[src/rtl/axis_frame_length_adjust_pkg.sv]
// Length arithmetic shared by the frame length adjuster: clamping of programmed
// minimum/maximum frame lengths to their effective values.
package axis_frame_length_adjust_pkg;

  localparam int LEN_CALC_W = 32;

  typedef logic [LEN_CALC_W-1:0] len_calc_t;

  // A programmed length of zero behaves as a one-beat length.
  function automatic len_calc_t clamp_len(input len_calc_t v);
    return (v == '0) ? len_calc_t'(1) : v;
  endfunction

  function automatic len_calc_t effective_min(input len_calc_t mn, input len_calc_t mx);
    len_calc_t a;
    len_calc_t b;
    a = clamp_len(mn);
    b = clamp_len(mx);
    return (a < b) ? a : b;
  endfunction

endpackage

[src/rtl/axis_frame_length_adjust.sv]
// AXI-stream frame length adjuster: pads short frames with zero beats, truncates
// long frames, and reports per-frame status after each output tlast handshake.
//
// state       | meaning
// ST_IDLE     | waiting for the first beat of a frame
// ST_TRANSFER | passing beats through, counting emitted beats
// ST_PAD      | input stalled, emitting zero beats up to the minimum
// ST_TRUNCATE | maximum reached, dropping input up to its tlast
module axis_frame_length_adjust
  import axis_frame_length_adjust_pkg::*;
#(
  parameter int DATA_WIDTH   = 8,
  parameter int LENGTH_WIDTH = 16
) (
  input  logic                    clk,
  input  logic                    rst,
  input  logic [DATA_WIDTH-1:0]   input_axis_tdata,
  input  logic                    input_axis_tvalid,
  output logic                    input_axis_tready,
  input  logic                    input_axis_tlast,
  input  logic                    input_axis_tuser,
  output logic [DATA_WIDTH-1:0]   output_axis_tdata,
  output logic                    output_axis_tvalid,
  input  logic                    output_axis_tready,
  output logic                    output_axis_tlast,
  output logic                    output_axis_tuser,
  input  logic [LENGTH_WIDTH-1:0] length_min,
  input  logic [LENGTH_WIDTH-1:0] length_max,
  output logic                    status_valid,
  output logic [LENGTH_WIDTH-1:0] status_frame_length,
  output logic                    status_padded,
  output logic                    status_truncated
);

  typedef enum logic [1:0] {
    ST_IDLE     = 2'd0,
    ST_TRANSFER = 2'd1,
    ST_PAD      = 2'd2,
    ST_TRUNCATE = 2'd3
  } state_t;

  localparam logic [LENGTH_WIDTH-1:0] LEN_ONE = LENGTH_WIDTH'(1);

  state_t                  state_q, state_d;
  logic [LENGTH_WIDTH-1:0] count_q, count_d, count_next;
  logic [LENGTH_WIDTH-1:0] min_q, max_q;
  logic [LENGTH_WIDTH-1:0] in_min_eff, in_max_eff, cur_min, cur_max;
  logic                    pad_user_q;
  logic                    can_load, in_ready, in_hs;
  logic                    capture, save_user;

  logic                    load;
  logic [DATA_WIDTH-1:0]   ld_data;
  logic                    ld_last, ld_user, ld_pad, ld_trunc;

  logic                    out_valid_q, out_last_q, out_user_q;
  logic [DATA_WIDTH-1:0]   out_data_q;
  logic [LENGTH_WIDTH-1:0] tag_len_q;
  logic                    tag_pad_q, tag_trunc_q;
  logic                    out_last_hs;

  logic                    stat_valid_q, stat_pad_q, stat_trunc_q;
  logic [LENGTH_WIDTH-1:0] stat_len_q;

  // Lengths are taken live on the first beat of a frame, then from the capture.
  assign in_max_eff = LENGTH_WIDTH'(clamp_len(len_calc_t'(length_max)));
  assign in_min_eff = LENGTH_WIDTH'(effective_min(len_calc_t'(length_min), len_calc_t'(length_max)));
  assign cur_min    = (state_q == ST_IDLE) ? in_min_eff : min_q;
  assign cur_max    = (state_q == ST_IDLE) ? in_max_eff : max_q;
  assign count_next = (state_q == ST_IDLE) ? LEN_ONE : count_q + LEN_ONE;

  assign can_load    = ~out_valid_q | output_axis_tready;
  assign in_ready    = ~rst & can_load & (state_q != ST_PAD);
  assign in_hs       = input_axis_tvalid & in_ready;
  assign out_last_hs = out_valid_q & output_axis_tready & out_last_q;

  always_comb begin
    state_d   = state_q;
    count_d   = count_q;
    capture   = 1'b0;
    save_user = 1'b0;
    load      = 1'b0;
    ld_data   = '0;
    ld_last   = 1'b0;
    ld_user   = 1'b0;
    ld_pad    = 1'b0;
    ld_trunc  = 1'b0;
    case (state_q)
      ST_IDLE, ST_TRANSFER: begin
        if (in_hs) begin
          load    = 1'b1;
          ld_data = input_axis_tdata;
          count_d = count_next;
          capture = (state_q == ST_IDLE);
          if (input_axis_tlast) begin
            if (count_next >= cur_min) begin
              ld_last = 1'b1;
              ld_user = input_axis_tuser;
              state_d = ST_IDLE;
            end else begin
              save_user = 1'b1;
              state_d   = ST_PAD;
            end
          end else if (count_next >= cur_max) begin
            ld_last  = 1'b1;
            ld_user  = 1'b1;
            ld_trunc = 1'b1;
            state_d  = ST_TRUNCATE;
          end else begin
            ld_user = input_axis_tuser;
            state_d = ST_TRANSFER;
          end
        end
      end
      ST_PAD: begin
        if (can_load) begin
          load    = 1'b1;
          count_d = count_q + LEN_ONE;
          if (count_d >= min_q) begin
            ld_last = 1'b1;
            ld_user = pad_user_q;
            ld_pad  = 1'b1;
            state_d = ST_IDLE;
          end
        end
      end
      ST_TRUNCATE: begin
        if (in_hs && input_axis_tlast) state_d = ST_IDLE;
      end
      default: state_d = ST_IDLE;
    endcase
  end

  always_ff @(posedge clk or posedge rst) begin
    if (rst) begin
      state_q    <= ST_IDLE;
      count_q    <= '0;
      min_q      <= '0;
      max_q      <= '0;
      pad_user_q <= 1'b0;
    end else begin
      state_q <= state_d;
      count_q <= count_d;
      if (capture) begin
        min_q <= in_min_eff;
        max_q <= in_max_eff;
      end
      if (save_user) pad_user_q <= input_axis_tuser;
    end
  end

  // Output stage; the tag travels with the beat so status reflects the frame
  // whose tlast actually handshakes, even while the next frame is loading.
  always_ff @(posedge clk or posedge rst) begin
    if (rst) begin
      out_valid_q <= 1'b0;
      out_data_q  <= '0;
      out_last_q  <= 1'b0;
      out_user_q  <= 1'b0;
      tag_len_q   <= '0;
      tag_pad_q   <= 1'b0;
      tag_trunc_q <= 1'b0;
    end else if (load) begin
      out_valid_q <= 1'b1;
      out_data_q  <= ld_data;
      out_last_q  <= ld_last;
      out_user_q  <= ld_user;
      tag_len_q   <= count_d;
      tag_pad_q   <= ld_pad;
      tag_trunc_q <= ld_trunc;
    end else if (output_axis_tready) begin
      out_valid_q <= 1'b0;
    end
  end

  always_ff @(posedge clk or posedge rst) begin
    if (rst) begin
      stat_valid_q <= 1'b0;
      stat_len_q   <= '0;
      stat_pad_q   <= 1'b0;
      stat_trunc_q <= 1'b0;
    end else begin
      stat_valid_q <= out_last_hs;
      if (out_last_hs) begin
        stat_len_q   <= tag_len_q;
        stat_pad_q   <= tag_pad_q;
        stat_trunc_q <= tag_trunc_q;
      end
    end
  end

  assign input_axis_tready   = in_ready;
  assign output_axis_tdata   = out_data_q;
  assign output_axis_tvalid  = out_valid_q;
  assign output_axis_tlast   = out_last_q;
  assign output_axis_tuser   = out_user_q;
  assign status_valid        = stat_valid_q;
  assign status_frame_length = stat_len_q;
  assign status_padded       = stat_pad_q;
  assign status_truncated    = stat_trunc_q;

endmodule

[config.mk]
export PLATFORM = sky130hd
export DESIGN_NAME = axis_frame_length_adjust
export DESIGN_NICKNAME = d
export VERILOG_FILES = /design/src/rtl/axis_frame_length_adjust_pkg.sv /design/src/rtl/axis_frame_length_adjust.sv
export SDC_FILE = /design/constraint.sdc
export NUM_CORES = 1
export LEC_CHECK = 0
export BUFFER_PORTS_ARGS = -buffer_cell sky130_fd_sc_hd__buf_2
export CAP_MARGIN = 5
export CORE_UTILIZATION = 25
export CTS_BUF_LIST = sky130_fd_sc_hd__clkbuf_8
export CTS_CLUSTER_SIZE = 10
export DETAILED_ROUTE_END_ITERATION = 10
export PLACE_DENSITY_LB_ADDON = 0.05
export SLEW_MARGIN = 10
export SYNTH_ARGS = -nofsm -noshare
export SYNTH_HDL_FRONTEND = slang
export SYNTH_SLANG_ARGS = --single-unit
[constraint.sdc]
create_clock -name clk -period 5.8 [get_ports clk]
set_clock_uncertainty 0.1 [all_clocks]
set_input_delay 0 -clock clk [delete_from_list [all_inputs] [get_ports clk]]
set_output_delay 0 -clock clk [all_outputs]
set_load 0.01 [all_outputs]
# Word level (Yosys, flattened, before mapping)
# Index checks and enable logic that the tools add are counted.
[op_classes]
addsub = 1
n_lt_le_gt_ge = 4
n_eq_ne = 8
mux = 48
n_bitwise = 8
n_reduce_logical = 7
[op_table]
columns = ["cell", "count"]
rows = [
  ["$mux 16", 8],
  ["$ge 16x16->1", 3],
  ["$logic_not 16->1", 2],
  ["$pmux 16 s2", 1],
  ["$mux 1", 26],
  ["$add 16x1->16 const B", 1],
  ["$lt 16x16->1", 1],
  ["$mux 8", 2],
  ["$mux 2", 7],
  ["$ne 2x2->1 const B", 5],
  ["$pmux 1 s2", 3],
  ["$pmux 2 s3", 1],
  ["$and 1x1->1", 5],
  ["$eq 2x2->1 const B", 2],
  ["$reduce_and 4->1", 1],
  ["$eq 2x1->1 const B", 1],
  ["$logic_not 2->1", 1],
  ["$not 1->1", 2],
  ["$reduce_bool 2->1", 1],
  ["$reduce_or 2->1", 1],
  ["$logic_and 1x1->1", 1],
  ["$or 1x1->1", 1],
]
[totals]
regBits = 99
in_bits = 46
output_inout_bits = 31
word_cells = 92

# Depth between registers and ports, before layout
[depth]
ltp_word = 10
ltp_mapped = 16
ltp_nobuf = 15

# Worst setup path before layout
# OpenSTA, ideal clock, no wires.
[synth_path]
path_type = "input port to flip-flop"
startpoint = "input port length_min[9]"
endpoint = "register pad_user_q"
setup_ns = 0.125
t_arrival_ns = 3.388
t_required_ns = 5.575
path_slack_ns = 2.187
path_stages = 16
n_path_buf = 2
path_cell_list = "clkbuf_1 -> ha_1 -> a211oi_1 -> o21ai_0 -> a21oi_1 -> nand3_1 -> clkbuf_1 -> or3_1 -> o311ai_1 -> ha_1 -> a211oi_1 -> o21ai_0 -> a2111oi_0 -> o21ai_0 -> nor2_1 -> mux2_2"
[synth_between]
elab_chain_cells = 10
[synth_rtl]
columns = ["element", "line_no", "rtl"]
rows = [
  ["start, declared", "axis_frame_length_adjust.sv:27", "input logic [LENGTH_WIDTH-1:0] length_min,"],
  ["$logic_not 16->1", "axis_frame_length_adjust_pkg.sv:11", "return (v == '0) ? len_calc_t'(1) : v;"],
  ["$mux 16 *", "axis_frame_length_adjust_pkg.sv:11", ""],
  ["$lt 16x16->1", "axis_frame_length_adjust_pkg.sv:19", "return (a < b) ? a : b;"],
  ["$mux 16 *", "axis_frame_length_adjust_pkg.sv:19", ""],
  ["$mux 16 *", "axis_frame_length_adjust.sv:68", "assign cur_min = (state_q == ST_IDLE) ? in_min_eff : min_q;"],
  ["$ge 16x16->1 *", "axis_frame_length_adjust.sv:96", "if (count_next >= cur_min) begin"],
  ["$mux 1 *", "axis_frame_length_adjust.sv:96", ""],
  ["$mux 1 *", "axis_frame_length_adjust.sv:95", "if (input_axis_tlast) begin"],
  ["$mux 1 *", "axis_frame_length_adjust.sv:90", "if (in_hs) begin"],
  ["$mux 1 *", "axis_frame_length_adjust.sv:88", "case (state_q)"],
  ["end signal, assigned", "axis_frame_length_adjust.sv:148", "if (save_user) pad_user_q <= input_axis_tuser;"],
  ["end, declared", "axis_frame_length_adjust.sv:48", "logic pad_user_q;"],
]
# Mark *: on every way between the ends. The rest lies on a longest branch, timed or not.
# A chain may end at the register's enable or synchronous reset.

# Final worst setup path
[layout_path]
startpoint = "input port length_max[13]"
endpoint = "register pad_user_q"
[layout_between]
elab_chain_cells = 10
[layout_rtl]
columns = ["element", "line_no", "rtl"]
rows = [
  ["start, declared", "axis_frame_length_adjust.sv:28", "input logic [LENGTH_WIDTH-1:0] length_max,"],
  ["$logic_not 16->1", "axis_frame_length_adjust_pkg.sv:11", ""],
  ["$mux 16 *", "axis_frame_length_adjust_pkg.sv:11", ""],
  ["$lt 16x16->1", "axis_frame_length_adjust_pkg.sv:19", ""],
  ["$mux 16 *", "axis_frame_length_adjust_pkg.sv:19", ""],
  ["$mux 16 *", "axis_frame_length_adjust.sv:68", ""],
  ["$ge 16x16->1 *", "axis_frame_length_adjust.sv:96", ""],
  ["$mux 1 *", "axis_frame_length_adjust.sv:96", ""],
  ["$mux 1 *", "axis_frame_length_adjust.sv:95", ""],
  ["$mux 1 *", "axis_frame_length_adjust.sv:90", ""],
  ["$mux 1 *", "axis_frame_length_adjust.sv:88", ""],
]
# Marked as above.

==> metrics.csv <==
stage,metric,value,unit
timing,Slew Limit Fails,0,
logic_synthesis,Yosys top cell area share,36.75,%
global_route,GRT Util Overall,16.73,%
power_and_ir_drop,worst vdd rail ir drop,0.0001573,V
global_route,total gr overflow,0,
power_and_ir_drop,Pwr Total,2.961,mW
routing,mean routed wirelength per cell,18.74,µm
timing,"Min Clock Period, post-route",5.310,ns
worst_setup_path,Worst Reg-to-Reg Cells,12,
layout,layout cells sized above 1,15.39,%
global_route,first-pass GRT wire length,35.82,mm
clock_tree,CTS tree,done,
timing,final setup fails,0,
worst_setup_path,worst reg2reg setup slack,1.63,ns
worst_setup_path,CP Data Arrival Time,5.50,ns
logic_synthesis,Syn Area/Cell,8.824,µm²
worst_setup_path,Setup crit start,length_max[13],
layout,Final nets,968,
routing,drt via density,5.105,
routing,drt drc,2,
logic_synthesis,post-synth net total,873,
timing,slew margin rel.,27.92,%
min_path,Min-Delay Endpoint,min_q[0]$_DFFE_PP0P_,
global_route,largest net degree at the start of global routing,60,
timing,RSZ-0062 raised after global routing,no,
logic_synthesis,post-synthesis sequential area ratio,36.75,%
worst_setup_path,worst reg2reg path startpoint,state_q[1]$_DFFE_PP0P_,
logic_synthesis,Netlist cell types,53,
run_status,failing checks,DRC,
min_path,Worst Hold Class,input port to flip-flop,
global_route,initial antenna violation count,1,
layout,multi-input logic area,3864,µm²
min_path,worst hold path depth,5,
worst_setup_path,worst-path fanout max,15,
logic_synthesis,Yosys reg bits,99,
worst_setup_path,Critical R2R Capture,pad_user_q$_DFFE_PP0P_,
clock_tree,clock latency on the worst-skew pair,0.40,ns
logic_synthesis,Synth async-reset ratio,100.0,%
timing,fin crit share,91.55,%
floorplan,row count,59,
power_and_ir_drop,pwr/cell area,365.3,nW/µm²
layout,area grow syn2layout,20.25,%
logic_synthesis,Gate Count Post-Synth,764,
placement,Routability Congestion,0.8359,
worst_setup_path,critical path type,input port to flip-flop,
logic_synthesis,Mapped Area,6741,µm²
logic_synthesis,"Top FF cell, synth",dfrtp_1,
run_status,status,finished with violations,
routing,total routed wirelength,22.47,mm
global_route,number of global-route vias before repair,6148,
clock_tree,CTS Buf Count,9,
worst_setup_path,crit end category,flip-flop,
timing,Setup TNS,0,ns
timing,actual slew at the worst max-slew pin,1.054,ns
logic_synthesis,cell taking the most area after synthesis,dfrtp_1,
placement,number of buffers added on ports,76,
layout,filler cell count,2785,
routing,DRT Pass-1 Iters,8,
floorplan,IO Count,77,
routing,Initial DRC Count,377,
layout,Reg area,2477,µm²
floorplan,die area,27630,µm²
routing,Final ANT Viol Nets,0,
placement,Post-DP HPWL,16.63,mm
power_and_ir_drop,LEAKAGE,4.086,nW
clock_tree,clock sink total,99,
clock_tree,root buf cell,clkbuf_8,
min_path,HP Start,length_min[0],
worst_setup_path,worst endpoint required time,5.99,ns
logic_synthesis,"top cells by area, synth","dfrtp_1, ha_1, o21ai_0, nand2_1, mux2_2",
timing,Max Fclk,0.1883,GHz
routing,Vias,6121,
floorplan,Die Y,166.2,µm
worst_setup_path,crit path launch type,input port,
clock_tree,htree depth,3,
clock_tree,Clock Path Buffers,2,
floorplan,core box area,26280,µm²
logic_synthesis,Post-synth EDFFs,0,
floorplan,Initial Util,25.65,%
clock_tree,"Reg clk slew, reported paths",0.12,ns
floorplan,width of the die,166.2,µm
timing,Final Hold Fails,0,
layout,Ant. Diodes,0,
run,Max-Cap Viols,0,
logic_synthesis,Yosys warning total,0,
[report_power, final]
part           internal, mW  total (mW)  switching, mW  leakage, nW
Sequential            0.872       0.993          0.121         1.30
Combinational         0.599        1.47          0.869         2.69
Clock                 0.207       0.500          0.293       0.0963
Total                  1.68        2.96           1.28         4.09
[worst max-delay path by stage]
stage,to
floorplan,pad_user_q$_DFFE_PP0P_
global placement,pad_user_q$_DFFE_PP0P_
detailed placement,pad_user_q$_DFFE_PP0P_
CTS,pad_user_q$_DFFE_PP0P_
global route,pad_user_q$_DFFE_PP0P_
finish,pad_user_q$_DFFE_PP0P_
[worst max-delay path, cell delays in order]
cell           delay (ns)
dlygate4sd3_1        0.53
buf_2                0.17
inv_1                0.07
ha_1                 0.30
nand4_1              0.13
a2111oi_0            0.94
nand2b_1             0.66
a21oi_1              0.37
o22ai_1              0.12
o311ai_1             0.09
ha_1                 0.29
a211oi_1             0.22
o21ai_0              0.15
a2111oi_0            0.59
o21ai_0              0.33
nor2_1               0.18
mux2_2               0.34
[layer usage]
layer  wire length (µm)  up-vias  track usage [%]
li1                   -     2966                -
met1              11020     3002            23.11
met2              10380      130            26.77
met3                646       21            2.193
met4                419        2            5.878
met5                  9        -                0
[cell usage after synthesis (2+ instances only)]
master     count
o311ai_1      14
inv_1         52
xnor2_1        7
a21boi_0       3
ha_1          63
nand2_1       79
a31oi_1        4
clkbuf_1      42
mux2_2        20
xor2_1         7
o211ai_1       3
a2111oi_0      3
nor2b_1        6
a22o_1         2
a21oi_1       28
a41oi_1        3
a21o_1        23
a211oi_1       6
and4_1         3
nor3_1         8
buf_6          2
or2_2          2
or3_1         32
nand2b_1       3
nor2_1        46
nor4_1         6
dfrtp_1       99
o21a_1         2
o311a_1       14
mux2i_1       16
o22ai_1       19
a2111o_1       2
and3_1         6
buf_2          3
nand4_1        6
a221o_1        2
nand3_1       24
buf_1          4
and2_1         7
o21ai_0       70
o31ai_1       11
[area by class of cell]
| cell class | instances | share of cell area (%) |
|---|---|---|
| inverter | 52 | 2.439 |
| multi-input combinational | 562 | 47.66 |
| sequential | 99 | 30.56 |
| clock inverter | 7 | 1.096 |
| tap | 335 | 5.171 |
| timing repair buffer | 135 | 11.55 |
| clock buffer | 9 | 1.528 |
[cell usage in the layout (no fill, tap or decap), types with 7 or more instances in the layout]
master          n
a21o_1         23
a21oi_1        28
and2_1          7
buf_2          76
buf_4          14
clkbuf_8        9
dfrtp_1        99
dlygate4sd3_1  45
ha_1           63
inv_1          51
mux2_2         20
mux2i_1        16
nand2_1        79
nand3_1        24
nor2_1         44
nor3_1          8
o21ai_0        70
o22ai_1        19
o311a_1        14
o311ai_1       14
o31ai_1        11
or3_1          32
xnor2_1         7
xor2_1          7
[kinds of logic after synthesis]
kind of cell               Yosys count  share of synthesized area, %
buffers and inverters              103                         6.013
xor gates and xnor gates            14                         1.819
adders and majority gates           63                         11.69
DFF                                 99                         36.75
and+or+nand+nor                    232                         16.61
muxes                               36                         5.716
AOI/OAI and AO/OA                  217                         21.40
[state kept, by name, indices dropped and copies added, names as in the netlist, 2 cells and up]
signal               flops
state_q                  2
status_frame_length     16
output_axis_tdata        8
min_q                   16
tag_len_q               16
count_q                 16
max_q                   16
[repair_timing]
item,in CTS,in global routing
hold endpoints to repair,84,0
hold buffers,45,0
buffers inserted,0,0
resized for setup,0,0
[through the flow]
stage	util (%)	instances	hold WS, ns	cell area [µm²]	worst slack, ns
finish	30.85	1199	0.03873	8107	0.4903
CTS	30.85	1199	0.007146	8107	0.4230
global placement	28.32	1138	0.007453	7443	0.5055
floorplan	-	764	-0.04053	6741	2.187
detailed placement	28.32	1138	0.01848	7443	0.5516
global route	30.85	1199	0.03180	8107	0.1524
(Power assumes the default switching activity.)
